### src/rtl/control_unit.sv
// Multi-cycle decode/sequencing controller feeding the 8-bit ALU and register file.
// Accepts one instruction per handshake, holds decoded controls, then pulses WRITEENABLE.
module control_unit #(
    parameter int unsigned ADD_CYCLES   = 2,
    parameter int unsigned LOGIC_CYCLES = 1
) (
    input  logic        CLK,
    input  logic        RESET,
    input  logic [31:0] INSTRUCTION,
    input  logic        INSTR_VALID,
    output logic        INSTR_READY,
    output logic [2:0]  READREG1,
    output logic [2:0]  READREG2,
    output logic [2:0]  WRITEREG,
    output logic [7:0]  IMMEDIATE,
    output logic [2:0]  ALUOP,
    output logic        IMM_SEL,
    output logic        NEG_SEL,
    output logic        WRITEENABLE,
    output logic        BUSY,
    output logic        ILLEGAL
);
    localparam logic [1:0] S_IDLE   = 2'd0;
    localparam logic [1:0] S_DECODE = 2'd1;
    localparam logic [1:0] S_EXEC   = 2'd2;
    localparam logic [1:0] S_WB     = 2'd3;

    localparam logic [2:0] OP_FWD = 3'b000;
    localparam logic [2:0] OP_ADD = 3'b001;
    localparam logic [2:0] OP_AND = 3'b010;
    localparam logic [2:0] OP_OR  = 3'b011;

    localparam logic [3:0] ADD_K   = 4'(ADD_CYCLES);
    localparam logic [3:0] LOGIC_K = 4'(LOGIC_CYCLES);

    logic [1:0] state_q, state_d;
    logic [3:0] cnt_q, cnt_d;
    logic [2:0] rr1_q, rr1_d, rr2_q, rr2_d, wr_q, wr_d, aluop_q, aluop_d;
    logic [7:0] imm_q, imm_d;
    logic       imm_sel_q, imm_sel_d, neg_sel_q, neg_sel_d;
    logic       we_q, we_d, ill_q, ill_d;
    logic [7:0] opcode;

    assign opcode = INSTRUCTION[31:24];

    always_comb begin
        state_d   = state_q;
        cnt_d     = cnt_q;
        rr1_d     = rr1_q;
        rr2_d     = rr2_q;
        wr_d      = wr_q;
        imm_d     = imm_q;
        aluop_d   = aluop_q;
        imm_sel_d = imm_sel_q;
        neg_sel_d = neg_sel_q;
        we_d      = 1'b0;
        ill_d     = 1'b0;
        case (state_q)
            S_IDLE: begin
                if (INSTR_VALID) begin
                    // Decode straight into the output registers so they are valid in DECODE.
                    state_d   = S_DECODE;
                    rr1_d     = INSTRUCTION[10:8];
                    rr2_d     = INSTRUCTION[2:0];
                    wr_d      = INSTRUCTION[18:16];
                    imm_d     = INSTRUCTION[7:0];
                    aluop_d   = OP_FWD;
                    imm_sel_d = 1'b0;
                    neg_sel_d = 1'b0;
                    case (opcode)
                        8'h00: begin imm_sel_d = 1'b1; rr2_d = 3'd0; end
                        8'h01: ;
                        8'h02: aluop_d = OP_ADD;
                        8'h03: begin aluop_d = OP_ADD; neg_sel_d = 1'b1; end
                        8'h04: aluop_d = OP_AND;
                        8'h05: aluop_d = OP_OR;
                        default: ill_d = 1'b1;
                    endcase
                end
            end
            S_DECODE: begin
                if (ill_q) begin
                    state_d = S_IDLE;
                end else begin
                    state_d = S_EXEC;
                    cnt_d   = (aluop_q == OP_ADD) ? ADD_K : LOGIC_K;
                end
            end
            S_EXEC: begin
                cnt_d = cnt_q - 4'd1;
                if (cnt_q <= 4'd1) begin
                    state_d = S_WB;
                    cnt_d   = 4'd0;
                    we_d    = 1'b1;
                end
            end
            default: state_d = S_IDLE;
        endcase
    end

    always_ff @(posedge CLK or negedge RESET) begin
        if (!RESET) begin
            state_q   <= S_IDLE;
            cnt_q     <= 4'd0;
            rr1_q     <= 3'd0;
            rr2_q     <= 3'd0;
            wr_q      <= 3'd0;
            imm_q     <= 8'd0;
            aluop_q   <= OP_FWD;
            imm_sel_q <= 1'b0;
            neg_sel_q <= 1'b0;
            we_q      <= 1'b0;
            ill_q     <= 1'b0;
        end else begin
            state_q   <= state_d;
            cnt_q     <= cnt_d;
            rr1_q     <= rr1_d;
            rr2_q     <= rr2_d;
            wr_q      <= wr_d;
            imm_q     <= imm_d;
            aluop_q   <= aluop_d;
            imm_sel_q <= imm_sel_d;
            neg_sel_q <= neg_sel_d;
            we_q      <= we_d;
            ill_q     <= ill_d;
        end
    end

    assign INSTR_READY = (state_q == S_IDLE);
    assign BUSY        = (state_q != S_IDLE);
    assign READREG1    = rr1_q;
    assign READREG2    = rr2_q;
    assign WRITEREG    = wr_q;
    assign IMMEDIATE   = imm_q;
    assign ALUOP       = aluop_q;
    assign IMM_SEL     = imm_sel_q;
    assign NEG_SEL     = neg_sel_q;
    assign WRITEENABLE = we_q;
    assign ILLEGAL     = ill_q;
endmodule

### config.mk
export PLATFORM = sky130hd
export DESIGN_NAME = control_unit
export DESIGN_NICKNAME = d
export VERILOG_FILES = /design/src/rtl/control_unit.sv
export SDC_FILE = /design/constraint.sdc
export NUM_CORES = 1
export LEC_CHECK = 0
export CORE_MARGIN = 1
export CORE_UTILIZATION = 30
export CTS_CLUSTER_SIZE = 28
export DETAILED_ROUTE_END_ITERATION = 10
export PLACE_DENSITY = 0.62
export REMOVE_ABC_BUFFERS = 1
export SLEW_MARGIN = 5
export SYNTH_ARGS = -nofsm -noshare
export SYNTH_HDL_FRONTEND = slang
export SYNTH_SLANG_ARGS = --single-unit
### constraint.sdc
create_clock -name CLK -period 3.05 [get_ports CLK]
set_clock_uncertainty 0.05 [all_clocks]
set_input_delay 0.305 -clock CLK [delete_from_list [all_inputs] [get_ports CLK]]
set_output_delay 0.305 -clock CLK [all_outputs]
set_load 0.05 [all_outputs]
## Word level (Yosys, flattened, before mapping)

Index checks and enable logic that the tools add are counted.

- Register bits: 30
- Bits in latches: 0
- Memory bits (writable): 0
- Memory bits (read-only): 0
- Word-level logic and storage cells: 50
- Memories: 0

- $add $sub $neg: 1
- $mul: 0
- Divide/modulo/power cells: 0
- Magnitude comparators: 1
- Equal/unequal tests: 11
- Shifts and indexed selects: 0
- Muxes and demuxes: 17
- Bitwise gates (word level): 0
- Reduce and logical (&&, ||, !) cells: 9

Operators by type and width:

| operator | count |
|---|---|
| $eq A8 B2 Y1 const B | 2 |
| $eq A8 B3 Y1 const B | 2 |
| $pmux W2 S3 | 2 |
| $eq A8 B1 Y1 const B | 1 |
| $logic_not A8 Y1 | 1 |
| $mux W2 | 4 |
| $mux W4 | 2 |
| $pmux W4 S2 | 1 |
| $mux W1 | 7 |
| $ne A2 B2 Y1 const B | 3 |
| $reduce_and A2 Y1 | 3 |
| $reduce_or A6 Y1 | 1 |
| $le A4 B1 Y1 const B | 1 |
| $reduce_bool A2 Y1 | 2 |
| $sub A4 B1 Y4 const B | 1 |
| $eq A3 B1 Y1 const B | 1 |
| $mux W3 | 1 |
| $eq A2 B1 Y1 const B | 1 |
| $eq A2 B2 Y1 const B | 1 |
| $logic_not A2 Y1 | 1 |
| $reduce_or A2 Y1 | 1 |

## Depth between registers and ports, before layout

- Depth after elaboration: 5
- Gate-level depth with buffers: 5

## Worst setup path before layout

No wires, ideal clock.

- Path kind: reg-to-output
- From: register state_q[1]
- To: output INSTR_READY
- Data arrival time: 1243 ps
- Required time: 2695 ps
- Setup slack: 1452 ps
- Stages on the path, launching flop included: 3
- Cells stage by stage: dfrtp_1 > or2_2 > inv_1

- Word-level cells in the longest chain between the ends: 1

Ends and longest elaborated chain:

| item | line | source |
|---|---|---|
| start, declared | 36 | `logic [1:0] state_q, state_d;` |
| start signal, assigned | 115 | `state_q <= state_d;` |
| $logic_not A2 Y1 | 129 | `assign INSTR_READY = (state_q == S_IDLE);` |
| end, declared | 11 | `output logic INSTR_READY,` |

Every way passes these cells.

## Worst setup path in the final report

Same ends and word-level chain as after synthesis.

==> results.ini <==
[grt]
grt_pass1_wl_um = 5030
grt_max_degree = 30
grt_pass1_vias = 1134
grt.overflow.total = 0
grt_usage_pct = 15.1
antenna_found_initial = 0

[power_and_ir_drop]
p_int_mw = 1.12
total_power_mw = 2.13
p_clk_share_pct = 14.3
power.density_nw_per_um2 = 1110
ir_worst_vdd_mv = 0.480
p_comb_share_pct = 54.9
switchingPower_mw = 1.01
swShare_pct = 47.3
power_frac_seq_pct = 30.8
power.leakage_nw = 0.900

[routing]
drt-vias-per-instance = 4.66
vias = 1096
drt-total-wl_um = 2840
drtAntennaViolNets = 0
route.detailed.drc = 0
drt_iter0_drc = 31
drt-pass1-iter-count = 3
routedWlPerCell_um = 12.1

[floorplan]
core_area_um2 = 4090
dieWidth_um = 67.7
die_area_um2 = 4590
num_io_pins = 61
die_h_um = 67.7
start_util_pct = 31.7
rows = 23

[synthesis]
synth_seq_area_share_pct = 56.0
synth_area_leaders = dfrtp_1 (56%), nand2_1 (14%), o311ai_0 (2.0%)
syn_avg_cell_area_um2 = 9.82
synth.distinct_cells = 34
synthCells = 132
synth_warnings = 0
synth_top_area_share_pct = 56.0
synth_top_area_cell = dfrtp_1
synth_area_um2 = 1300
synth_seq_cells = 29

[critical_path]
r2r_end = ALUOP[1]$_DFFE_PN0P_
endpoint_kind = primary output
crit_arrival_ns = 1.91
cp_cell_sequence = or2_2 -> inv_1 -> clkdlybuf4s50_1
worstPathMaxFanout = 7
critPathLaunchType = flop
critPathRequiredTime_ns = 2.69
path_class = flop to primary output
cpPeakStageDelay_ns = 0.78
r2r_start = state_q[1]$_DFFE_PN0P_
r2r_cells = 2
r2r_setup_slack_ns = 1.30
cpMaxStageDelayCell = clkdlybuf4s50_1

[cts]
cts_tree = yes
root_buffer = clkbuf_8
clockBufferDepth = 2
cts_hold_buf = 0
cts_num_sinks = 29
htree_levels = 2
clk-insertion-delay-late_ns = 0.27
cts_setup_buffers = 0
cts_resized = 0
clk_transition_reported_paths_ns = 0.06
numCtsBuffers = 5

[final_layout]
synthToLayoutAreaGrowth_pct = 48.5
fillCellCount = 406
num_antenna_cells = 0
drive_above_1_share_pct = 8.65
layout.nets = 222

[timing]
maxSlewHeadroom_pct = 46.7
whs_ns = 0.363
rsz0062_at_grt = false
finalHoldViolCount = 0
slew_violations = 0
min_period_over_period_pct = 74.3
setup_viol = 0
fin_crit_ns = 2.27
fmax_ghz = 0.441
worstMarginPinSlew_ns = 0.799
tns_ns = 0

[placed_design]
hpwl_um = 2110
portBuffers = 49
place.gp.congestion = 0.835

[outcome]
status = finished clean

[worst_hold_path]
worstHoldPathType = input pin to async pin

[run]
cap_violations = 0

[cell families (layout without fill, tap and decap cells)]
family                   Yosys count  in the layout  share of synthesized area [%]
flip-flops                        29             29                           56.0
AND/OR/NAND/NOR                   72             72                           27.3
AO/OA/AOI/OAI                     15             15                           9.07
other                              1              1                          0.289
buffers and inverters             11             64                           3.76
multiplexers                       2              2                           1.64
adder cells (fa/ha/maj)            2              2                           1.93
[state kept, by name, indices dropped and copies added (netlist names)]
name / flops
IMM_SEL: 1
IMMEDIATE: 8
state_q: 2
NEG_SEL: 1
READREG2: 3
WRITEENABLE: 1
ILLEGAL: 1
WRITEREG: 3
ALUOP: 2
READREG1: 3
cnt_q: 4
[power by group through the flow]
stage                     logic (mW)  clock network (mW)  registers, mW
after global placement          1.16                   0          0.651
after global routing            1.27               0.334          0.681
final                           1.17               0.305          0.657
after floorplan                0.365                   0           1.06
after detailed placement        1.18                   0          0.660
after CTS                       1.18               0.316          0.658
[layer usage]
metal	up-vias	track usage [%]	part of all wire (%)
met5	-	0	0
met4	0	3.19	0.88
met3	4	7.09	8.4
met2	37	24.6	47
met1	515	18.0	44
li1	540	-	-
[synthesized netlist by cell type (all sizes together)]
cell / n
a21oi: 1
a22oi: 1
a32o: 2
and2: 1
and3b: 1
buf: 4
clkbuf: 1
conb: 1
dfrtp: 29
ha: 2
inv: 6
mux2: 1
mux2i: 1
nand2: 50
nand2b: 2
nand3: 3
nor2: 3
nor2b: 1
nor3b: 2
nor4: 2
o21a: 1
o21ai: 4
o311ai: 3
o31ai: 2
o41ai: 1
or2: 2
or3b: 2
or4: 3
[layout make-up]
cell class | count | area [um^2] | share of cell area (%)
multi-input cells | 92 | 522 | 27.1
clock buffers | 7 | 86.3 | 4.49
repair buffers | 51 | 505 | 26.3
well taps | 50 | 62.6 | 3.25
inverters | 6 | 22.5 | 1.17
flip-flops and latches | 29 | 726 | 37.7
[worst max path at each step]
stage / start / endpoint / slack, ns / cells after the start
after detailed placement: INSTRUCTION[26] / READREG2[1]$_DFFE_PN0P_ / 0.97 / 4
after global placement: INSTR_VALID / ALUOP[1]$_DFFE_PN0P_ / 1.01 / 3
after global routing: state_q[1]$_DFFE_PN0P_ / INSTR_READY / 0.71 / 3
final: state_q[1]$_DFFE_PN0P_ / INSTR_READY / 0.78 / 3
after CTS: state_q[1]$_DFFE_PN0P_ / INSTR_READY / 0.78 / 3
after floorplan: state_q[1]$_DFFE_PN0P_ / INSTR_READY / 1.45 / 2
[cell usage in the layout (no fill, tap or decap), drive strengths merged, types with 2 or more instances in the layout]
cell	Yosys	routed
or4	3	3
nor3b	2	2
nor2	3	3
nor4	2	2
or3b	2	2
ha	2	2
inv	6	6
o31ai	2	2
clkbuf	1	7
dfrtp	29	29
nand2b	2	2
nand2	50	50
a32o	2	2
o21ai	4	4
or2	2	2
clkdlybuf4s50	0	49
nand3	3	3
buf	4	2
o311ai	3	3
[through the flow]
stage               instance area, um^2  setup WS [ns]  utilization (%)  std cells
finish                             1920          0.785             47.1        235
floorplan                          1270           1.45                -        127
global route                       1920          0.705             47.1        235
CTS                                1920          0.779             47.1        235
detailed placement                 1840          0.975             45.0        228
global placement                   1840           1.01             45.0        228
[critical path: cells and delay by family (launching register included)]
family,cells,cell delay (ns)
buffers and inverters,2,0.83
flip-flops,1,0.46
AND/OR/NAND/NOR,1,0.34
(Power assumes the default switching activity.)
